<file path="config.mk">
export PLATFORM = sky130hd
export DESIGN_NAME = frame_render_ctrl_flat
export DESIGN_NICKNAME = d
export VERILOG_FILES = /design/src/rtl/frame_render_ctrl_if.sv /design/src/rtl/frame_render_ctrl.sv /design/src/flat_wrapper.sv
export SDC_FILE = /design/constraint.sdc
export NUM_CORES = 1
export LEC_CHECK = 0
export BUFFER_PORTS_ARGS = -buffer_cell sky130_fd_sc_hd__buf_2
export CAP_MARGIN = 20
export CORE_MARGIN = 5
export CORE_UTILIZATION = 50
export DETAILED_ROUTE_END_ITERATION = 7
export PLACE_DENSITY = 0.79
export SLEW_MARGIN = 20
export SYNTH_ARGS = -nofsm -noshare
export SYNTH_HDL_FRONTEND = slang
export SYNTH_SLANG_ARGS = --single-unit
export TNS_END_PERCENT = 50
</file>
<file path="constraint.sdc">
create_clock -name clk -period 3.55 [get_ports clk]
set_input_delay 0.71 -clock clk [delete_from_list [all_inputs] [get_ports clk]]
set_output_delay 0.71 -clock clk [all_outputs]
set_load 0.005 [all_outputs]
</file>
<file path="src/rtl/frame_render_ctrl_if.sv">
`default_nettype none
// ============================================================================
// Module   : frame_render_ctrl_if
// Brief    : Draw-engine and VGA-adapter signal bundle for frame_render_ctrl.
// Revision : 1.0 - initial release
// ============================================================================
interface frame_render_ctrl_if;
    logic [7:0] obj_x;
    logic [6:0] obj_y;
    logic [2:0] obj_c;
    logic       obj_done;
    logic [3:0] obj_sel;
    logic       obj_en;
    logic [7:0] vga_x;
    logic [6:0] vga_y;
    logic [2:0] vga_colour;
    logic       vga_plot;

    modport master (
        input  obj_x, obj_y, obj_c, obj_done,
        output obj_sel, obj_en, vga_x, vga_y, vga_colour, vga_plot
    );

    modport slave (
        output obj_x, obj_y, obj_c, obj_done,
        input  obj_sel, obj_en, vga_x, vga_y, vga_colour, vga_plot
    );
endinterface
`default_nettype wire

</file>
<file path="src/rtl/frame_render_ctrl.sv">
`default_nettype none
// ============================================================================
// Module   : frame_render_ctrl
// Brief    : Per-frame sequencer: clears the screen, then walks every object
//            slot through the draw engine and forwards pixels to the VGA port.
// Revision : 1.0 - initial release
// ============================================================================
module frame_render_ctrl #(
    parameter int          SCREEN_W    = 160,
    parameter int          SCREEN_H    = 120,
    parameter int          FRAME_DIV   = 833333,
    parameter int          NUM_OBJECTS = 6,
    parameter logic [2:0]  BG_COLOUR   = 3'b000
) (
    input  wire logic            clk,
    input  wire logic            resetn,
    frame_render_ctrl_if.master  bus,
    output logic                 frame_tick,
    output logic                 busy,
    output logic                 overrun
);

    localparam logic [1:0] S_IDLE  = 2'd0;
    localparam logic [1:0] S_CLEAR = 2'd1;
    localparam logic [1:0] S_OBJ   = 2'd2;
    localparam logic [1:0] S_DONE  = 2'd3;

    localparam int               TICK_W     = 20;
    localparam logic [TICK_W-1:0] c_TICK_LAST = TICK_W'(FRAME_DIV - 1);
    localparam logic [7:0]       c_X_LAST   = 8'(SCREEN_W - 1);
    localparam logic [6:0]       c_Y_LAST   = 7'(SCREEN_H - 1);
    localparam logic [7:0]       c_W        = 8'(SCREEN_W);
    localparam logic [6:0]       c_H        = 7'(SCREEN_H);
    localparam logic [3:0]       c_SEL_LAST = 4'(NUM_OBJECTS - 1);

    logic [1:0]        r_state;
    logic [1:0]        w_next;
    logic [TICK_W-1:0] r_tick_cnt;
    logic              r_tick;
    logic              r_pend;
    logic [7:0]        r_cx;
    logic [6:0]        r_cy;
    logic [3:0]        r_sel;
    logic [7:0]        r_vx;
    logic [6:0]        r_vy;
    logic [2:0]        r_vc;
    logic              r_plot;
    logic              w_obj_en;
    logic              w_busy;

    logic w_clear_last;
    logic w_obj_last;
    logic w_in_bounds;

    assign w_clear_last = (r_cx == c_X_LAST) && (r_cy == c_Y_LAST);
    assign w_obj_last   = bus.obj_done && (r_sel == c_SEL_LAST);
    assign w_in_bounds  = (bus.obj_x < c_W) && (bus.obj_y < c_H);

    always_ff @(posedge clk or negedge resetn) begin
        if (!resetn) begin
            r_state <= S_IDLE;
        end else begin
            r_state <= w_next;
        end
    end

    always_comb begin
        w_next = r_state;
        case (r_state)
            S_IDLE:  if (r_pend)       w_next = S_CLEAR;
            S_CLEAR: if (w_clear_last) w_next = S_OBJ;
            S_OBJ:   if (w_obj_last)   w_next = S_DONE;
            S_DONE:                    w_next = S_IDLE;
            default:                   w_next = S_IDLE;
        endcase
    end

    always_comb begin
        w_obj_en = (r_state == S_OBJ);
        w_busy   = (r_state != S_IDLE);
    end

    // Tick counter and pending flag run independently of the frame sequence.
    always_ff @(posedge clk or negedge resetn) begin
        if (!resetn) begin
            r_tick_cnt <= '0;
            r_tick     <= 1'b0;
            r_pend     <= 1'b0;
        end else begin
            if (r_tick_cnt == c_TICK_LAST) begin
                r_tick_cnt <= '0;
                r_tick     <= 1'b1;
            end else begin
                r_tick_cnt <= r_tick_cnt + 1'b1;
                r_tick     <= 1'b0;
            end
            if (r_tick) begin
                r_pend <= 1'b1;
            end else if ((r_state == S_IDLE) && r_pend) begin
                r_pend <= 1'b0;
            end
        end
    end

    always_ff @(posedge clk or negedge resetn) begin
        if (!resetn) begin
            r_cx   <= '0;
            r_cy   <= '0;
            r_sel  <= '0;
            r_vx   <= '0;
            r_vy   <= '0;
            r_vc   <= '0;
            r_plot <= 1'b0;
        end else begin
            r_plot <= 1'b0;
            case (r_state)
                S_IDLE: begin
                    r_cx <= '0;
                    r_cy <= '0;
                end
                S_CLEAR: begin
                    r_vx   <= r_cx;
                    r_vy   <= r_cy;
                    r_vc   <= BG_COLOUR;
                    r_plot <= 1'b1;
                    if (r_cx == c_X_LAST) begin
                        r_cx <= '0;
                        r_cy <= (r_cy == c_Y_LAST) ? 7'd0 : r_cy + 7'd1;
                    end else begin
                        r_cx <= r_cx + 8'd1;
                    end
                    if (w_clear_last) r_sel <= '0;
                end
                S_OBJ: begin
                    // Off-screen pixels are dropped but the slot sequence still advances.
                    r_vx   <= bus.obj_x;
                    r_vy   <= bus.obj_y;
                    r_vc   <= bus.obj_c;
                    r_plot <= w_in_bounds;
                    if (bus.obj_done && !w_obj_last) r_sel <= r_sel + 4'd1;
                end
                S_DONE: begin
                    r_sel <= '0;
                end
                default: begin
                    r_sel <= '0;
                end
            endcase
        end
    end

    assign bus.obj_sel    = r_sel;
    assign bus.obj_en     = w_obj_en;
    assign bus.vga_x      = r_vx;
    assign bus.vga_y      = r_vy;
    assign bus.vga_colour = r_vc;
    assign bus.vga_plot   = r_plot;
    assign frame_tick     = r_tick;
    assign busy           = w_busy;
    assign overrun        = r_tick & w_busy;

endmodule
`default_nettype wire

</file>
<file path="src/flat_wrapper.sv">
// flat-port wrapper written by rule: the top's interface ports become plain ports
module frame_render_ctrl_flat 
#(
    parameter int          SCREEN_W    = 160,
    parameter int          SCREEN_H    = 120,
    parameter int          FRAME_DIV   = 833333,
    parameter int          NUM_OBJECTS = 6,
    parameter logic [2:0]  BG_COLOUR   = 3'b000
)
  (clk, resetn, frame_tick, busy, overrun, bus_obj_x, bus_obj_y, bus_obj_c, bus_obj_done, bus_obj_sel, bus_obj_en, bus_vga_x, bus_vga_y, bus_vga_colour, bus_vga_plot);
  frame_render_ctrl_if bus_i ();
  input  wire logic clk;
  input  wire logic resetn;
  output logic frame_tick;
  output logic busy;
  output logic overrun;
  input wire logic [$bits(bus_i.obj_x)-1:0] bus_obj_x;
  input wire logic [$bits(bus_i.obj_y)-1:0] bus_obj_y;
  input wire logic [$bits(bus_i.obj_c)-1:0] bus_obj_c;
  input wire logic [$bits(bus_i.obj_done)-1:0] bus_obj_done;
  output wire logic [$bits(bus_i.obj_sel)-1:0] bus_obj_sel;
  output wire logic [$bits(bus_i.obj_en)-1:0] bus_obj_en;
  output wire logic [$bits(bus_i.vga_x)-1:0] bus_vga_x;
  output wire logic [$bits(bus_i.vga_y)-1:0] bus_vga_y;
  output wire logic [$bits(bus_i.vga_colour)-1:0] bus_vga_colour;
  output wire logic [$bits(bus_i.vga_plot)-1:0] bus_vga_plot;
  assign bus_i.obj_x = bus_obj_x;
  assign bus_i.obj_y = bus_obj_y;
  assign bus_i.obj_c = bus_obj_c;
  assign bus_i.obj_done = bus_obj_done;
  assign bus_obj_sel = bus_i.obj_sel;
  assign bus_obj_en = bus_i.obj_en;
  assign bus_vga_x = bus_i.vga_x;
  assign bus_vga_y = bus_i.vga_y;
  assign bus_vga_colour = bus_i.vga_colour;
  assign bus_vga_plot = bus_i.vga_plot;
  frame_render_ctrl #(.SCREEN_W(SCREEN_W), .SCREEN_H(SCREEN_H), .FRAME_DIV(FRAME_DIV), .NUM_OBJECTS(NUM_OBJECTS), .BG_COLOUR(BG_COLOUR)) u_core (.clk(clk), .resetn(resetn), .bus(bus_i), .frame_tick(frame_tick), .busy(busy), .overrun(overrun));
endmodule
</file>
=== Word level (Yosys, flattened, before mapping) ===
Cells that the tools add are included.

* Mux-type cells: 20
* Bitwise operators: 1
* Reductions and logical operators: 15
* Magnitude comparators: 2
* Equal/unequal tests: 12
* $add $sub $neg: 4

{| class="wikitable"
|+ Operator list
! operator !! number
|-
| 8-bit case mux with 2 select lines || 2
|-
| 7-bit case mux with 2 select lines || 2
|-
| 20-bit by 1-bit adder with 20-bit output (second input constant) || 1
|-
| 20-bit == test (second input constant) || 1
|-
| 20-bit two-way mux || 1
|-
| 7-bit two-way mux || 2
|-
| 4-bit case mux with 3 select lines || 1
|-
| 2-bit by 1-bit inequality test with 1-bit output (second input constant) || 5
|-
| 8-bit by 1-bit adder with 8-bit output (second input constant) || 1
|-
| 8-bit == test (second input constant) || 1
|-
| 8-bit < comparator (second input constant) || 1
|-
| 4-bit two-way mux || 2
|-
| 8-bit two-way mux || 1
|-
| 2-bit case mux with 4 select lines || 1
|-
| 2-bit nonzero test || 4
|-
| 7-bit by 1-bit adder with 7-bit output (second input constant) || 1
|-
| 7-bit == test (second input constant) || 1
|-
| 7-bit < comparator (second input constant) || 1
|-
| 2-bit two-way mux || 3
|-
| 3-bit case mux with 2 select lines || 1
|-
| 3-bit AND reduction || 2
|-
| 1-bit logical AND || 5
|-
| 4-bit by 1-bit adder with 4-bit output (second input constant) || 1
|-
| 2-bit == test (second input constant) || 2
|-
| other kinds (9) || 11
|}

* Flip-flop bits (word level): 62
* Output and inout bits: 27

=== Logic depth before layout (Yosys ltp) ===
* Depth in word-level cells: 6
* Depth in mapped cells: 7
* Mapped depth without buffers: 6

=== Worst setup path after synthesis ===
OpenSTA, ideal clock, no wires.

* Path type: register to register
* Start point: register u_core.r_state[0]
* End point: register u_core.r_vx[4], in the netlist u_core.bus.vga_x[4]
* Arrival time: 1.590 ns
* Setup slack: 1.823 ns
* Clock period less this slack: 1.727 ns
* Setup time: 0.137 ns
* Buffers on the path: 2
* Stages on the path, launching flop included: 7
* Cells stage by stage: dfrtp_1 > inv_1 > ha_1 > clkbuf_1 > buf_2 > mux2i_1 > a21oi_1

* Longest elaborated chain between the ends: 2
* Elaborated cells between the ends (all ways): 4
* Those cells by class: eq/ne (2); mux (1); reduce/logical (1)

{| class="wikitable"
|+ RTL lines
! item !! line !! text
|-
| start, declared || frame_render_ctrl.sv:36 || <nowiki>logic [1:0] r_state;</nowiki>
|-
| start signal, assigned || frame_render_ctrl.sv:63 || <nowiki>r_state <= w_next;</nowiki>
|-
| 2-bit == test (*) || -- ||
|-
| named net bus_obj_en || flat_wrapper.sv:22 || <nowiki>output wire logic [$bits(bus_i.obj_en)-1:0] bus_obj_en;</nowiki>
|-
| 8-bit case mux with 2 select lines or 2-bit nonzero test (tied branches) || -- ||
|-
| end signal, assigned || frame_render_ctrl.sv:122 || <nowiki>r_vx <= r_cx;</nowiki>
|-
| end signal, assigned || frame_render_ctrl.sv:136 || <nowiki>r_vx <= bus.obj_x;</nowiki>
|-
| end, declared || frame_render_ctrl.sv:44 || <nowiki>logic [7:0] r_vx;</nowiki>
|}

The timed path passes the listed nets; every way through them passes the cells marked *.
A chain may end at the register's enable or synchronous reset.

=== Worst setup path in the final report ===
* Start point: register u_core.r_state[0]
* End point: output bus_obj_en

* Longest elaborated chain between the ends: 1

{| class="wikitable"
|+ RTL lines
! item !! line !! text
|-
| 2-bit == test || frame_render_ctrl.sv:79 || <nowiki>w_obj_en = (r_state == S_OBJ);</nowiki>
|-
| end, declared || flat_wrapper.sv:22 ||
|}

No other way between the ends.

==> impl_metrics.py <==
metrics = {
    "logic_synthesis": {
        "synth.yosys.seq_area_share_pct": 48.7,
        "synth_common_cells": "sky130_fd_sc_hd__dfrtp_1 (62), sky130_fd_sc_hd__nor2_1 (41), sky130_fd_sc_hd__nand2_1 (23), sky130_fd_sc_hd__o21ai_0 (22), sky130_fd_sc_hd__mux2i_1 (19)",
        "number_of_flops_mapped_to_enable_cells_by_yosys": 0,
        "synthArstFlopShare_pct": 100,
        "synth-warning-count": 0,
        "yosysMostFrequentCell": "sky130_fd_sc_hd__dfrtp_1",
        "yosysTopAreaCellShare_pct": 48.7,
        "postSynthCellCount": 323,
        "synth.avg_cell_area_um2": 9.86,
        "dominantRegCellSynth": "sky130_fd_sc_hd__dfrtp_1",
        "synth_cell_types": 47,
        "postSynthRegisterBits": 62,
        "ys_top_cells_by_area": "sky130_fd_sc_hd__dfrtp_1 (49%), sky130_fd_sc_hd__mux2i_1 (6.0%), sky130_fd_sc_hd__nor2_1 (4.8%), sky130_fd_sc_hd__ha_1 (4.3%), sky130_fd_sc_hd__xnor2_1 (4.1%)",
        "netlist_area_um2": 3180,
        "yosysTopAreaCell": "sky130_fd_sc_hd__dfrtp_1",
        "synth.net_count": 355,
    },
    "placement": {
        "placement.io_buffers": 47,
        "place_hpwl_um": 4800,
        "finalWeightedCongestion": 0.813,
        "numPlacedInstances": 438,
    },
    "grt": {
        "grt_pass1_wl_um": 11600,
        "globalRouteOverflowTotal": 0,
        "largest_net_degree_at_the_start_of_global_routing": 49,
        "grt_antenna_before_repair": 0,
        "grt_pass1_vias": 2465,
        "grt_use_total_pct": 17.5,
    },
    "floorplan": {
        "rows": 29,
        "starting_utilization_of_the_core_area_pct": 50.7,
        "num_io_pins": 48,
        "die_h_um": 89.8,
        "core_um2": 6280,
        "die_w_um": 89.8,
        "full_die_area_um2": 8060,
    },
    "sta": {
        "timing.final.crit_share_pct": 67.1,
        "timing_max_transition_violations_final": 0,
        "max_clock_freq_mhz": 420,
        "maxSlewHeadroom_pct": 49.5,
        "grt_setup_unrepaired": "false",
        "timing.final.crit_period_ns": 2.38,
        "clock_skew_ns": 0.00975,
        "worst_slew_pin_slew_ns": 0.755,
        "setup_violations": 0,
        "totalNegativeSetupSlack_ns": 0,
        "final-hold-violation-count": 0,
    },
    "critical_path": {
        "critical_path.reg2reg.startpoint": "u_core.r_state[1]$_DFFE_PN0P_",
        "crit_path_max_fanout": 16,
        "timing.setup.critical_path_class": "register to output pin",
        "ff2ff_path_depth": 6,
        "worst-endpoint-arrival_ns": 1.67,
        "critPathLaunchType": "register",
        "r2r-end": "u_core.r_state[1]$_DFFE_PN0P_",
        "timing.reg2reg.setup_slack_ns": 1.31,
        "cp_data_required_time_ns": 2.84,
        "timing.critical_path.to_type": "output pin",
    },
    "route": {
        "wl_per_cell_um": 14.5,
        "drt.antenna.violating_nets": 0,
        "avgViaCountPerCell": 5.53,
        "drtIter0Drc": 139,
        "drc": 0,
        "firstDrtPassIters": 5,
        "routed_wl_um": 6550,
        "vias": 2507,
    },
    "power_and_ir_drop": {
        "ir_drop_mv": 0.257,
        "sw_frac_of_total_pct": 20.0,
        "pwr-share-seq_pct": 51.1,
        "power_leakage_nw": 1.70,
        "power_frac_comb_pct": 2.0,
        "cellPowerDensity_nw_per_um2": 375,
        "intPower_mw": 1.11,
        "p_switching_uw": 277,
        "clock_power_share_pct": 47.0,
    },
    "clock_tree": {
        "numClockSinks": 62,
        "tritoncts.num_buffers": 9,
        "hold_buffers": 0,
        "clock_root_buffer_master": "sky130_fd_sc_hd__clkbuf_8",
        "path_clk_slew_ns": 0.07,
        "cts-htree-levels": 3,
        "clkLatencyLatePin_ns": 0.34,
        "cts_max_path_buffers": 2,
        "postCtsResizedCells": 0,
        "cts_tree": "built",
        "post-cts-setup-buffers": 0,
    },
    "run_status": {
        "run_status": "completed",
    },
    "flow_run": {
        "max_cap_violations": 0,
    },
    "finish": {
        "finish.net_count": 404,
        "n_antenna_cell": 0,
        "areaGrowthSynthToFinish_pct": 16.0,
        "drive_gt1_share_pct": 19.7,
        "finish.cell_count_without_fillers": 453,
    },
    "worst_hold_path": {
        "hold_class": "primary input to async pin",
    },
}
-- sequential cells by signal, indices dropped and copies added (netlist names) --
register	cells
u_core.r_cy	7
u_core.r_state	2
u_core.bus.vga_x	8
u_core.bus.vga_y	7
u_core.bus.vga_plot	1
u_core.bus.obj_sel	4
u_core.bus.vga_colour	3
u_core.r_pend	1
u_core.frame_tick	1
u_core.r_tick_cnt	20
u_core.r_cx	8
-- kinds of logic after synthesis --
| kind of cell | Yosys count | synth area share, % |
|---|---|---|
| mux | 20 | 6.44 |
| buf+inv | 28 | 3.50 |
| simple gates | 123 | 19.6 |
| fa+ha+maj | 11 | 4.32 |
| compound gates | 58 | 11.6 |
| flops | 62 | 48.7 |
| xor+xnor | 21 | 5.78 |
-- layout make-up --
cell class / count / area, um^2
fill: 547 / 2580
sequential: 62 / 1550
multi-input combinational: 233 / 1520
timing repair buffer: 49 / 253
clock buffer: 11 / 131
tap: 77 / 96.3
clock inverter: 4 / 72.6
inverter: 17 / 63.8
-- placed cells by master (no fill, tap or decap), types with 5 or more instances in the layout --
master | Yosys | final
sky130_fd_sc_hd__mux2i_1 | 19 | 19
sky130_fd_sc_hd__xnor2_1 | 15 | 15
sky130_fd_sc_hd__clkbuf_8 | 0 | 9
sky130_fd_sc_hd__nor2_1 | 41 | 41
sky130_fd_sc_hd__nor3_1 | 5 | 5
sky130_fd_sc_hd__ha_1 | 11 | 10
sky130_fd_sc_hd__nand3_1 | 18 | 18
sky130_fd_sc_hd__nand4_1 | 6 | 6
sky130_fd_sc_hd__o21ai_0 | 22 | 22
sky130_fd_sc_hd__nand2_1 | 23 | 23
sky130_fd_sc_hd__buf_2 | 5 | 46
sky130_fd_sc_hd__dfrtp_1 | 62 | 62
sky130_fd_sc_hd__a21oi_1 | 15 | 15
sky130_fd_sc_hd__xor2_1 | 6 | 6
sky130_fd_sc_hd__inv_1 | 17 | 17
-- worst max-delay path, stage by stage (launching register included) --
cell	delay, ns
sky130_fd_sc_hd__dfrtp_1	0.40
sky130_fd_sc_hd__inv_1	0.13
sky130_fd_sc_hd__ha_1	0.57
sky130_fd_sc_hd__buf_2	0.23
-- layer usage --
layer	vias up	GRT usage (%)	wire length [um]
met5	-	0	0
met4	0	9.82	172
met3	15	4.92	437
met2	78	27.4	3020
met1	1186	21.8	2910
li1	1228	-	-
-- worst max path at each step --
| stage | cells after the start | to | start |
|---|---|---|---|
| after detailed placement | 6 | u_core.r_state[1]$_DFFE_PN0P_ | u_core.r_state[1]$_DFFE_PN0P_ |
| after global placement | 6 | u_core.r_state[1]$_DFFE_PN0P_ | u_core.r_state[1]$_DFFE_PN0P_ |
| after global routing | 3 | bus_obj_en | u_core.r_state[0]$_DFFE_PN0P_ |
| after floorplan | 6 | u_core.bus.vga_x[4]$_DFFE_PN0P_ | u_core.r_state[0]$_DFFE_PN0P_ |
| after CTS | 3 | bus_obj_en | u_core.r_state[0]$_DFFE_PN0P_ |
| final | 3 | bus_obj_en | u_core.r_state[0]$_DFFE_PN0P_ |
-- power groups by stage --
stage	sequential, mW	clock [mW]	combinational, mW
floorplan	0.720	0	0.000886
global placement	0.720	0	0.0279
detailed placement	0.720	0	0.0282
CTS	0.706	0.667	0.0282
global route	0.706	0.702	0.0318
finish	0.706	0.650	0.0272
-- metrics by stage --
stage                     hold slack [ns]  utilization (%)  area, um^2  worst slack [ns]  power (mW)
after detailed placement            0.458             55.5        3480              1.37       0.748
after CTS                           0.466             58.7        3690              1.18        1.40
after global placement              0.458             55.5        3480              1.47       0.748
final                               0.367             58.8        3690              1.17        1.38
after global routing                0.412             58.8        3690              1.08        1.44
after floorplan                     0.414                -        3180              1.82       0.721
Power figures use the tool's default switching activity.
